## src/rtl/eu_exec_unit.sv

```systemverilog
// Purpose: queued register/ALU execute stage for decoded 8086-style instruction words (ADD/OR/AND/SUB/XOR/CMP/MOV).
// Latency: an entry accepted at edge E0 into an idle, empty unit gives out_valid high after E3; sustained rate is 1 result per 3 cycles.
// Backpressure: in_ready = !full (low while reset is held); the result is held stable in WB until out_ready.
// Ports: clk/reset_n; in_valid/in_ready/in_instr/in_has_imm/in_imm (entry input);
//        out_valid/out_ready/out_result/out_wb/out_illegal (result output);
//        status (CF0 PF2 ZF6 SF7 OF11); dbg_sel/dbg_data (combinational register read).
module eu_exec_unit #(
    parameter int DATA_W      = 16,
    parameter int NUM_REGS    = 8,
    parameter int QUEUE_DEPTH = 4
) (
    input  logic                        clk,
    input  logic                        reset_n,
    input  logic                        in_valid,
    output logic                        in_ready,
    input  logic [15:0]                 in_instr,
    input  logic                        in_has_imm,
    input  logic [DATA_W-1:0]           in_imm,
    output logic                        out_valid,
    input  logic                        out_ready,
    output logic [DATA_W-1:0]           out_result,
    output logic                        out_wb,
    output logic                        out_illegal,
    output logic [15:0]                 status,
    input  logic [$clog2(NUM_REGS)-1:0] dbg_sel,
    output logic [DATA_W-1:0]           dbg_data
);
    localparam int QAW = $clog2(QUEUE_DEPTH);
    localparam int RIW = $clog2(NUM_REGS);
    localparam logic [DATA_W-1:0] BYTE_MASK = DATA_W'(8'hFF);

    typedef struct packed {
        logic [15:0]       instr;
        logic              has_imm;
        logic [DATA_W-1:0] imm;
    } entry_t;

    typedef enum logic [1:0] {S_IDLE, S_READ, S_EXEC, S_WB} state_t;
    typedef enum logic [2:0] {OP_ADD, OP_OR, OP_AND, OP_SUB, OP_XOR, OP_CMP, OP_MOV} op_t;

    // ---------------- input queue ----------------
    entry_t         q_mem [QUEUE_DEPTH];
    logic [QAW:0]   wr_ptr, rd_ptr;
    logic           q_empty, q_full, push, pop, ready_en;
    state_t         state;

    assign q_empty  = (wr_ptr == rd_ptr);
    assign q_full   = (wr_ptr[QAW] != rd_ptr[QAW]) && (wr_ptr[QAW-1:0] == rd_ptr[QAW-1:0]);
    // ready_en keeps in_ready low while reset is held and for the first cycle after release
    assign in_ready = ready_en && !q_full;
    assign push     = in_valid && in_ready;
    assign pop      = !q_empty && ((state == S_IDLE) || (state == S_WB && out_ready));

    always_ff @(posedge clk or negedge reset_n) begin
        if (!reset_n) begin
            wr_ptr   <= '0;
            ready_en <= 1'b0;
        end else begin
            ready_en <= 1'b1;
            if (push) wr_ptr <= wr_ptr + 1'b1;
        end
    end

    always_ff @(posedge clk) begin
        if (push) q_mem[wr_ptr[QAW-1:0]] <= {in_instr, in_has_imm, in_imm};
    end

    // ---------------- register file and pipeline state ----------------
    logic [DATA_W-1:0] regs [NUM_REGS];
    entry_t            cur;
    op_t               ex_op;
    logic              ex_w, ex_ill;
    logic [RIW-1:0]    ex_dst;
    logic [DATA_W-1:0] ex_src, ex_dst_val;
    logic              cf_q, pf_q, zf_q, sf_q, of_q;

    assign dbg_data = regs[dbg_sel];
    assign status   = {4'b0, of_q, 3'b0, sf_q, zf_q, 3'b0, pf_q, 1'b0, cf_q};

    // ---------------- decode of the popped entry ----------------
    logic [5:0]        opc;
    logic              dbit, wbit;
    logic [1:0]        mod;
    logic [2:0]        reg_f, rm_f;
    logic [RIW-1:0]    reg_i, rm_i, dec_dst;
    logic [DATA_W-1:0] dec_src;
    op_t               dec_op;
    logic              dec_bad_op, dec_bad_mode, dec_bad_idx;

    assign {opc, dbit, wbit, mod, reg_f, rm_f} = cur.instr;
    assign reg_i = RIW'(reg_f);
    assign rm_i  = RIW'(rm_f);

    always_comb begin
        dec_op     = OP_MOV;
        dec_bad_op = 1'b0;
        case (opc)
            6'b000000: dec_op = OP_ADD;
            6'b000010: dec_op = OP_OR;
            6'b001000: dec_op = OP_AND;
            6'b001010: dec_op = OP_SUB;
            6'b001100: dec_op = OP_XOR;
            6'b001110: dec_op = OP_CMP;
            6'b100010: dec_op = OP_MOV;
            default:   dec_bad_op = 1'b1;
        endcase
        dec_bad_idx  = (int'(reg_f) >= NUM_REGS) || (int'(rm_f) >= NUM_REGS);
        dec_dst      = rm_i;
        dec_src      = regs[reg_i];
        dec_bad_mode = 1'b0;
        if (mod == 2'b11) begin
            if (dbit) begin
                dec_dst = reg_i;
                dec_src = regs[rm_i];
            end
        end else if (mod == 2'b00 && cur.has_imm) begin
            dec_src = cur.imm;
        end else begin
            dec_bad_mode = 1'b1;
        end
    end

    // ---------------- ALU ----------------
    logic [DATA_W-1:0] a, b, res, res_m, wb_val;
    logic [DATA_W:0]   sum, diff;
    logic              a_msb, b_msb, r_msb, carry, ovf;

    always_comb begin
        a     = ex_w ? ex_src : ex_src;
        a     = ex_w ? ex_dst_val : (ex_dst_val & BYTE_MASK);
        b     = ex_w ? ex_src : (ex_src & BYTE_MASK);
        sum   = {1'b0, a} + {1'b0, b};
        diff  = {1'b0, a} - {1'b0, b};
        a_msb = ex_w ? a[DATA_W-1] : a[7];
        b_msb = ex_w ? b[DATA_W-1] : b[7];
        res   = b;
        carry = 1'b0;
        case (ex_op)
            OP_ADD:          begin res = sum[DATA_W-1:0];  carry = ex_w ? sum[DATA_W]  : sum[8];  end
            OP_SUB, OP_CMP:  begin res = diff[DATA_W-1:0]; carry = ex_w ? diff[DATA_W] : diff[8]; end
            OP_OR:           res = a | b;
            OP_AND:          res = a & b;
            OP_XOR:          res = a ^ b;
            default:         res = b;
        endcase
        res_m = ex_w ? res : (res & BYTE_MASK);
        r_msb = ex_w ? res_m[DATA_W-1] : res_m[7];
        ovf   = 1'b0;
        if (ex_op == OP_ADD)
            ovf = (a_msb == b_msb) && (r_msb != a_msb);
        else if (ex_op == OP_SUB || ex_op == OP_CMP)
            ovf = (a_msb != b_msb) && (r_msb != a_msb);
        // byte writes keep the upper part of the destination
        wb_val = ex_w ? res_m : ((ex_dst_val & ~BYTE_MASK) | res_m);
    end

    // ---------------- control FSM ----------------
    always_ff @(posedge clk or negedge reset_n) begin
        if (!reset_n) begin
            state       <= S_IDLE;
            rd_ptr      <= '0;
            cur         <= '0;
            ex_op       <= OP_ADD;
            ex_w        <= 1'b0;
            ex_ill      <= 1'b0;
            ex_dst      <= '0;
            ex_src      <= '0;
            ex_dst_val  <= '0;
            cf_q        <= 1'b0;
            pf_q        <= 1'b0;
            zf_q        <= 1'b0;
            sf_q        <= 1'b0;
            of_q        <= 1'b0;
            out_valid   <= 1'b0;
            out_result  <= '0;
            out_wb      <= 1'b0;
            out_illegal <= 1'b0;
            for (int i = 0; i < NUM_REGS; i++) regs[i] <= '0;
        end else begin
            if (pop) begin
                rd_ptr <= rd_ptr + 1'b1;
                cur    <= q_mem[rd_ptr[QAW-1:0]];
            end
            case (state)
                S_IDLE: if (!q_empty) state <= S_READ;
                S_READ: begin
                    ex_op      <= dec_op;
                    ex_w       <= wbit;
                    ex_dst     <= dec_dst;
                    ex_src     <= dec_src;
                    ex_dst_val <= regs[dec_dst];
                    ex_ill     <= dec_bad_op || dec_bad_mode || dec_bad_idx;
                    state      <= S_EXEC;
                end
                S_EXEC: begin
                    out_valid   <= 1'b1;
                    out_illegal <= ex_ill;
                    if (ex_ill) begin
                        out_result <= '0;
                        out_wb     <= 1'b0;
                    end else begin
                        out_result <= res_m;
                        out_wb     <= (ex_op != OP_CMP);
                        if (ex_op != OP_CMP) regs[ex_dst] <= wb_val;
                        if (ex_op != OP_MOV) begin
                            cf_q <= carry;
                            of_q <= ovf;
                            zf_q <= (res_m == '0);
                            sf_q <= r_msb;
                            pf_q <= ~^res_m[7:0];
                        end
                    end
                    state <= S_WB;
                end
                S_WB: if (out_ready) begin
                    out_valid <= 1'b0;
                    state     <= q_empty ? S_IDLE : S_READ;
                end
                default: state <= S_IDLE;
            endcase
        end
    end
endmodule

```

## config.mk

```make
export PLATFORM = sky130hd
export DESIGN_NAME = eu_exec_unit
export DESIGN_NICKNAME = d
export VERILOG_FILES = /design/src/rtl/eu_exec_unit.sv
export SDC_FILE = /design/constraint.sdc
export NUM_CORES = 1
export LEC_CHECK = 0
export ABC_AREA = 0
export CORE_MARGIN = 5
export CORE_UTILIZATION = 46
export DETAILED_ROUTE_END_ITERATION = 8
export MAX_ROUTING_LAYER = met4
export PLACE_DENSITY_LB_ADDON = 0.15
export RECOVER_POWER = 100
export SYNTH_ARGS = -nofsm -noshare
export SYNTH_HDL_FRONTEND = slang
export SYNTH_SLANG_ARGS = --single-unit
export TNS_END_PERCENT = 10
```

## constraint.sdc

```tcl
create_clock -name clk -period 7.08 [get_ports clk]
set_input_delay 1.062 -clock clk [delete_from_list [all_inputs] [get_ports clk]]
set_output_delay 1.062 -clock clk [all_outputs]
set_load 0.05 [all_outputs]
```

# After elaboration in Yosys (flattened, before gate mapping)
# Memories as Yosys holds them, arrays and structs flattened. A register that Yosys moved wholly into a read port is not among the register bits.
# Index checks and enable logic that the tools add are counted.
# W data, S select, Z words.
[word_totals] register_bits=201 ram_bits=132 input_bits=40 elab_cells=148 mem_count=1
[memory_table] memory="q_mem" depth=4 width=33 rd=1 rd_ports_with_merged_regs=1 wr=1 line="42" rtl="entry_t q_mem [QUEUE_DEPTH];"
[classes] n_addsub=4 order_cmp=6 n_eq_ne=25 muxes=47 bitwise_logic=10 n_reduce_logical=28
[op_table] operator="$mux W16" count=17
[op_table] operator="$bmux W16 S3" count=4
[op_table] operator="$bwmux W128" count=1
[op_table] operator="$pmux W16 S5" count=1
[op_table] operator="$demux W16 S3" count=1
[op_table] operator="$or A16 B16 Y16" count=2
[op_table] operator="$eq A6 B4 Y1 const B" count=4
[op_table] operator="$ge A4 B4 Y1 const B" count=5
[op_table] operator="$not A3 Y4" count=5
[op_table] operator="$pmux W3 S6" count=1
[op_table] operator="$add A16 B16 Y17" count=1
[op_table] operator="$sub A16 B16 Y17" count=1
[op_table] operator="$and A16 B16 Y16" count=1
[op_table] operator="$logic_not A16 Y1" count=1
[op_table] operator="$xor A16 B16 Y16" count=1
[op_table] operator="$mux W1" count=15
[op_table] operator="$logic_and A1 B1 Y1" count=9
[op_table] operator="$pmux W2 S4" count=1
[op_table] operator="$reduce_xnor A8 Y1" count=1
[op_table] operator="$reduce_or A7 Y1" count=1
[op_table] operator="$add A3 B1 Y3 const B" count=2
[op_table] operator="$eq A2 B2 Y1 const B" count=3
[op_table] operator="$eq A3 B2 Y1 const B" count=2
[op_table] operator="$eq A3 B3 Y1 const B" count=2
[op_table] operator="other kinds (24)" count=38

# Logic depth before layout (Yosys ltp)
# Gate-level depths: netlist of run 1.
[depth] word_depth=9 depth_mapped=17 mapped_depth_nobuf=16

# Least setup slack after synthesis of run 1
# Ideal clock, no wire load.
[synth_timing] kind="reg2reg" from="register ex_w" to="register regs[106] in the netlist's numbering" t_arrival_ps=3776 t_required_ps=6951 path_slack_ps=3175 path_stages_with_launch=16 path_buffers=3 synth_period_minus_slack_ps=3905 cell_sequence="dfrtp_1 clkbuf_1 buf_1 clkinv_1 buf_2 nor2_1 ha_1 nand3b_1 a211oi_1 or3_1 a21oi_1 o31ai_2 a21oi_2 o41ai_2 a21boi_4 o21ai_2"
[synth_via] elab_chain_cells=7 word_cells_on_any_way=12 cone_classes="2 x add/sub; 6 x mux; 4 x bitwise"
[synth_rtl] item="start, declared" line="72" rtl="logic ex_w, ex_ill;"
[synth_rtl] item="start signal, assigned" line="188" rtl="ex_w <= wbit;"
[synth_rtl] item="$mux W16 (on tied branches)" line="130, 131"
[synth_rtl] item="$sub A16 B16 Y17, or another cell as far along" line="133" rtl="diff = {1'b0, a} - {1'b0, b};"
[synth_rtl] item="$pmux W16 S5" line="138" rtl="case (ex_op)"
[synth_rtl] item="$mux W16" line="146" rtl="res_m = ex_w ? res : (res & BYTE_MASK);"
[synth_rtl] item="$or A16 B16 Y16" line="154" rtl="wb_val = ex_w ? res_m : ((ex_dst_val & ~BYTE_MASK) | res_m);"
[synth_rtl] item="$mux W16 *" line="154"
[synth_rtl] item="$bwmux W128 *" line="204" rtl="if (ex_op != OP_CMP) regs[ex_dst] <= wb_val;"
[synth_rtl] item="end signal, assigned by index" line="204"
[synth_rtl] item="end, declared" line="69" rtl="logic [DATA_W-1:0] regs [NUM_REGS];"
# Mark *: on every way between the ends. The rest lies on a longest branch, timed or not.
# A chain may end at the register's enable or synchronous reset.

# Final worst setup path of run 1
[layout_timing] from="input port dbg_sel[1]" to="output port dbg_data[2]"
[layout_via] elab_chain_cells=4
[layout_rtl] item="start, declared" line="25" rtl="input logic [$clog2(NUM_REGS)-1:0] dbg_sel,"
[layout_rtl] item="$not A3 Y4 (not written as such)" line="77" rtl="assign dbg_data = regs[dbg_sel];"
[layout_rtl] item="$bmux W16 S3" line="77"
[layout_rtl] item="$mux W16 (not written as such) (2 in series)" line="77"
[layout_rtl] item="end, declared" line="26" rtl="output logic [DATA_W-1:0] dbg_data"
# Every way passes these cells. The select of a mux whose other input is x is not followed.

==> impl_metrics.py, run 1 <==
metrics = {
    "timing": {
        "clock_skew_ns": 0.0208,
        "relSlewSlack": -1.38,
        "slew_viol_final": 455,
        "worstMarginPinSlew_ns": 3.57,
        "hold_slack_ns": 0.482,
        "setup_slack_ns": 1.18,
        "fmax_ghz": 0.170,
        "hold_viol_final": 0,
        "min_period_ns": 5.90,
        "grt_setup_unrepaired": "false",
        "setup_tns_ns": 0,
        "fin_crit_sh": 0.833,
        "setup_violations": 0,
    },
    "global_route": {
        "overflow": 0,
        "grt_start_max_net_pins": 141,
        "antenna_found_initial": 2,
        "first_global_vias": 14300,
        "grt_usage": 0.240,
        "grt_pass1_wl_um": 89800,
    },
    "clocking": {
        "cts_resized": 0,
        "numCtsBuffers": 40,
        "clk-insertion-delay-late_ns": 0.58,
        "cts_tree": "yes",
        "cts-root-buf": "clkbuf_16",
        "cts_setup_buffers": 0,
        "clock_path_buffers": 3,
        "htreeDepth": 2,
        "cts.sinks": 366,
        "path_clk_slew_ns": 0.06,
        "cts_hold_buf": 0,
    },
    "layout": {
        "nFillCells": 3955,
        "mostFrequentLayoutCells": "231 x dfrtp_1, 161 x mux4_2, 142 x nand2_1",
        "drive_above_1_share": 0.207,
        "syn_to_final_growth_pct": 11.7,
        "final_common_cell": "dfrtp_1",
        "fin_nets": 1846,
        "stdcell_count": 2371,
    },
    "floorplan": {
        "die_y_um": 223,
        "rows": 78,
        "io_pins": 92,
        "initial_core_util": 0.464,
        "dieArea_um2": 49900,
        "die-width_um": 223,
        "core_area_um2": 45200,
    },
    "worst_setup_path": {
        "cp.buffers_inverters": 3,
        "cp_data_arrival_time_ns": 4.84,
        "critPathSlowestCell": "clkbuf_1",
        "r2r-end": "regs[107]$_DFFE_PN0P_",
        "cp_top_family": "buffers and inverters",
        "crit_type": "in2out",
        "cp-end-kind": "primary output",
        "cp_data_required_time_ns": 6.02,
        "cp_max_fo": 32,
        "crit_path_cell_trace": "clkdlybuf4s50_1, clkbuf_1, mux4_2, mux2_2, dlygate4sd3_1",
        "cpPeakStageDelay_ns": 1.66,
        "crit-reg2reg-launch": "ex_w$_DFFE_PN0N_",
        "reg2reg_slack_ns": 1.82,
        "startpoint_type": "input pin",
        "r2r_cells": 12,
    },
    "job": {
        "drv_cap": 10,
    },
    "logic_synthesis": {
        "yosys_warnings": 0,
        "synth-edff-count": 132,
        "yosys-top-cells-area": "dfrtp_1 28%, edfxtp_1 19%, mux4_2 17%",
        "postSynthRegisterBits": 366,
        "synth_top_area_frac": 0.280,
        "syn_inst": 1708,
        "yosysSeqAreaShare": 0.469,
        "syn_area_um2": 21000,
        "synth_area_leader_cell": "dfrtp_1",
        "ys.flop_type": "dfrtp_1",
        "ys_types": 85,
        "synthArstFlopShare": 0.639,
        "avgSynthCellArea_um2": 12.3,
    },
    "detailed_routing": {
        "final_antenna_net_count": 0,
        "routedWlPerCell_um": 24.6,
        "drt_iter0_drc": 1069,
        "viasPerCell": 6.12,
        "drt_wl_total_um": 58300,
        "num_vias": 14500,
        "drc": 0,
        "firstDrtPassIters": 5,
    },
    "pwr": {
        "power_leakage_uw": 0.00946,
        "p_per_area_nw_per_um2": 463,
        "ir_drop_v": 0.000246,
    },
    "placement": {
        "gp_congestion": 0.903,
        "dp_worst_setup_slack_ns": 2.27,
        "place_hpwl_um": 37900,
        "dpl.cell_count": 2297,
        "port_buffers": 80,
    },
    "hold_path": {
        "hold_end": "pf_q$_DFFE_PN0P_",
        "hold_class": "reg2reg",
        "holdPathStages": 2,
        "min_from": "pf_q$_DFFE_PN0P_",
    },
    "outcome": {
        "status": "complete, but fails checks",
        "violations": "max-capacitance violations, max-slew violations",
    },
}
## synthesized netlist by cell type, types with 12 or more instances
library cell and n:
dfrtp_1 234, mux4_2 161, nand2_1 142, edfxtp_1 132, nor2_1 123, a21oi_1 104
o21ai_0 92, mux2_2 84, clkbuf_1 80, inv_1 75, ha_1 65, o21ai_1 45
mux2i_1 43, buf_2 27, a22oi_1 25, buf_4 18, buf_1 14, o2bb2ai_1 14
xnor2_1 14, a31oi_1 12, nand2b_1 12
## metrics by stage
step	util	total power [µW]	instance area [µm²]
3_3_place_gp	0.493	8800	22300
6_report	0.518	10800	23400
5_1_grt	0.518	11500	23400
3_5_place_dp	0.493	8880	22300
2_1_floorplan	-	7230	21000
4_1_cts	0.522	11000	23600
## area by class of cell
type,instances,area [µm²],share of cell area
Timing Repair Buffer,119,1050,0.0447
Antenna cell,1,2.50,0.000107
Sequential cell,366,9820,0.420
Multi-Input combinational cell,1134,10200,0.434
Clock inverter,16,190,0.00813
Clock buffer,57,1140,0.0489
Tap cell,600,751,0.0321
Inverter,78,293,0.0125
## metal layers
| metal | vias up | share of wire | track usage |
|---|---|---|---|
| met5 | - | 0 | - |
| met4 | 0 | 0.025 | 0.0674 |
| met3 | 78 | 0.064 | 0.0395 |
| met2 | 491 | 0.48 | 0.376 |
| met1 | 7470 | 0.43 | 0.328 |
| li1 | 6479 | - | - |
## how the worst max path moves through the flow
stage / startpoint / endpoint / cells past startpoint
after detailed placement: ex_w$_DFFE_PN0N_ / regs[74]$_DFFE_PN0P_ / 12
after floorplan: ex_w$_DFFE_PN0N_ / regs[106]$_DFFE_PN0P_ / 15
after CTS: ex_w$_DFFE_PN0N_ / regs[74]$_DFFE_PN0P_ / 12
after global routing: dbg_sel[1] / dbg_data[2] / 5
final: dbg_sel[1] / dbg_data[2] / 5
after global placement: ex_w$_DFFE_PN0N_ / regs[122]$_DFFE_PN0P_ / 12
## kinds of logic after synthesis
kind of cell / synth area share
flops: 0.469
mux: 0.239
compound gates: 0.127
buf+inv: 0.0443
xor+xnor: 0.00872
fa+ha+maj: 0.0407
other cells: 0.000358
simple gates: 0.0719
## flip-flops by register name, summed over array words and instances, names as in the netlist
register and count:
state 2, cf_q 1, regs 128, cur 33, ex_dst 3, zf_q 1
ex_w 1, ex_dst_val 16, ex_ill 1, out_result 16, wr_ptr 3, out_wb 1
ex_src 16, ex_op 3, out_valid 1, ready_en 1, q_mem 132, sf_q 1
of_q 1, rd_ptr 3, out_illegal 1, pf_q 1
## tightest hold or removal path, delay by kind of cell (launching register included)
family	cells	cell delay, ns
AOI/OAI and AO/OA	1	0.06
DFF	1	0.35
and+or+nand+nor	1	0.05
## where the power goes
group / switching [µW] / internal [µW] / leakage, µW
sequential: 533 / 2790 / 0.00427
clock: 889 / 1210 / 0.000657
combinational: 3230 / 2170 / 0.00454
total: 4650 / 6180 / 0.00946
No activity file was read; power rests on OpenSTA's default activity.
==> run 2, diff against run 1 <==
Clock period 7.08 ns to 4.8 ns, I/O delays scaled along.
==> run 2 against run 1 <==
Effect of this change: the flow still finishes with violations (max-capacitance violations, max-slew violations); critical endpoint is now dbg_data[9]; combinational power grew 48%; power increased by 49%; sequential power increased by 50%.
==> impl_metrics.py, run 2 (synthesis gave the netlist of run 1 again) <==
metrics = {
    "outcome": {
        "status": "complete, but fails checks",
        "violations": "max-capacitance violations, max-slew violations",
    },
    "clocking": {
        "path_clk_slew_ns": 0.05,
        "cts_tree": "yes",
        "cts.sinks": 366,
        "clock_path_buffers": 3,
        "cts-root-buf": "clkbuf_16",
        "cts_setup_buffers": 0,
        "htreeDepth": 2,
        "clk-insertion-delay-late_ns": 0.56,
        "cts_hold_buf": 0,
        "cts_resized": 0,
        "numCtsBuffers": 42,
    },
    "timing": {
        "worstMarginPinSlew_ns": 3.27,
        "setup_violations": 0,
        "fin_crit_sh": 0.875,
        "hold_slack_ns": 0.478,
        "setup_tns_ns": 0,
        "fmax_ghz": 0.238,
        "relSlewSlack": -1.19,
        "min_period_ns": 4.20,
        "slew_viol_final": 355,
        "grt_setup_unrepaired": "false",
        "hold_viol_final": 0,
        "clock_skew_ns": 0.0154,
    },
    "detailed_routing": {
        "firstDrtPassIters": 7,
        "routedWlPerCell_um": 24.4,
        "drc": 0,
        "final_antenna_net_count": 0,
        "viasPerCell": 6.04,
        "drt_wl_total_um": 58300,
        "num_vias": 14400,
        "drt_iter0_drc": 1223,
    },
    "layout": {
        "syn_to_final_growth_pct": 12.4,
        "multi_input_area_um2": 10200,
        "nFillCells": 3871,
        "largest_reg_flops": 132,
        "post-route-util": 0.521,
        "final_common_cell": "dfrtp_1",
        "fin_nets": 1859,
        "stdcell_count": 2384,
        "regArea_um2": 9820,
        "mostFrequentLayoutCells": "231 x dfrtp_1, 161 x mux4_2, 142 x nand2_1",
        "drive_above_1_share": 0.209,
    },
    "floorplan": {
        "die-width_um": 223,
        "io_pins": 92,
        "rows": 78,
        "core_area_um2": 45200,
        "initial_core_util": 0.464,
        "dieArea_um2": 49900,
        "die_y_um": 223,
    },
    "pwr": {
        "power_leakage_uw": 0.00950,
        "p_seq_frac": 0.311,
        "p_clk_frac": 0.194,
        "internal_power_uw": 9240,
        "ir_drop_v": 0.000364,
        "power_uw": 16100,
        "sw_frac_of_total": 0.427,
        "p_per_area_nw_per_um2": 685,
        "comb_power_share": 0.495,
        "p_sw_uw": 6880,
    },
    "worst_setup_path": {
        "cp_max_fo": 32,
        "crit_type": "in2out",
        "r2r_cells": 9,
        "crit-reg2reg-launch": "state[0]$_DFFE_PN0P_",
        "reg2reg_slack_ns": 0.63,
        "r2r-end": "regs[93]$_DFFE_PN0P_",
        "cp-end-kind": "primary output",
        "cp_data_required_time_ns": 4.08,
        "cp_data_arrival_time_ns": 3.48,
        "startpoint_type": "input pin",
    },
    "job": {
        "drv_cap": 7,
    },
    "global_route": {
        "antenna_found_initial": 2,
        "overflow": 0,
        "grt_start_max_net_pins": 116,
        "grt_usage": 0.240,
        "grt_pass1_wl_um": 89700,
        "first_global_vias": 14500,
    },
    "placement": {
        "gp_congestion": 0.941,
        "port_buffers": 80,
        "place_hpwl_um": 39100,
        "dpl.cell_count": 2308,
    },
    "hold_path": {
        "hold_class": "reg2reg",
        "holdPathStages": 1,
        "min_from": "out_result[5]$_DFFE_PN0P_",
        "hold_end": "out_result[5]$_DFFE_PN0P_",
    },
}
[run 2: routing by layer]
| metal | GRT usage | vias up | part of all wire |
|---|---|---|---|
| met4 | 0.0785 | 0 | 0.036 |
| met2 | 0.368 | 466 | 0.47 |
| met5 | - | - | 0 |
| li1 | - | 6509 | - |
| met1 | 0.320 | 7329 | 0.42 |
| met3 | 0.0572 | 94 | 0.074 |
[run 2: worst max-delay path, cell delays in order]
cell             delay, ns
clkdlybuf4s50_1       0.45
clkbuf_2              0.77
mux4_2                0.42
mux2_2                0.32
dlygate4sd3_1         0.78
[run 2: how the worst max path moves through the flow]
stage / startpoint / end / slack (ns) / cells after the start
floorplan: ex_w$_DFFE_PN0N_ / regs[106]$_DFFE_PN0P_ / 0.89 / 15
global placement: ex_src[4]$_DFFE_PN0N_ / zf_q$_DFFE_PN0P_ / 1.02 / 15
detailed placement: dbg_sel[1] / dbg_data[6] / 1.01 / 5
CTS: ex_src[4]$_DFFE_PN0N_ / zf_q$_DFFE_PN0P_ / 0.99 / 15
global route: rd_ptr[1]$_DFFE_PN0P_ / cur[29]$_DFFE_PN0P_ / 0.32 / 6
finish: dbg_sel[1] / dbg_data[9] / 0.60 / 5
[run 2: stage by stage]
step	setup slack, ns	area, µm²
detailed placement	1.01	22400
global route	0.320	23500
finish	0.599	23500
CTS	0.989	23700
global placement	1.02	22400
floorplan	0.895	21000
[run 2: power groups by stage]
| stage | Clock [µW] | Combinational (µW) | Sequential, µW |
|---|---|---|---|
| after floorplan | 0 | 5870 | 4790 |
| after global placement | 0 | 8050 | 5000 |
| after detailed placement | 0 | 8140 | 5050 |
| after CTS | 3210 | 8170 | 5000 |
| after global routing | 3330 | 8640 | 5140 |
| final | 3130 | 7980 | 5010 |
[run 2: area by class of cell]
type	count	area share
Timing Repair Buffer	130	0.0486
Inverter	78	0.0124
Tap cell	600	0.0319
Sequential cell	366	0.417
Multi-Input combinational cell	1134	0.432
Clock buffer	54	0.0478
Clock inverter	21	0.00973
Antenna cell	1	0.000106
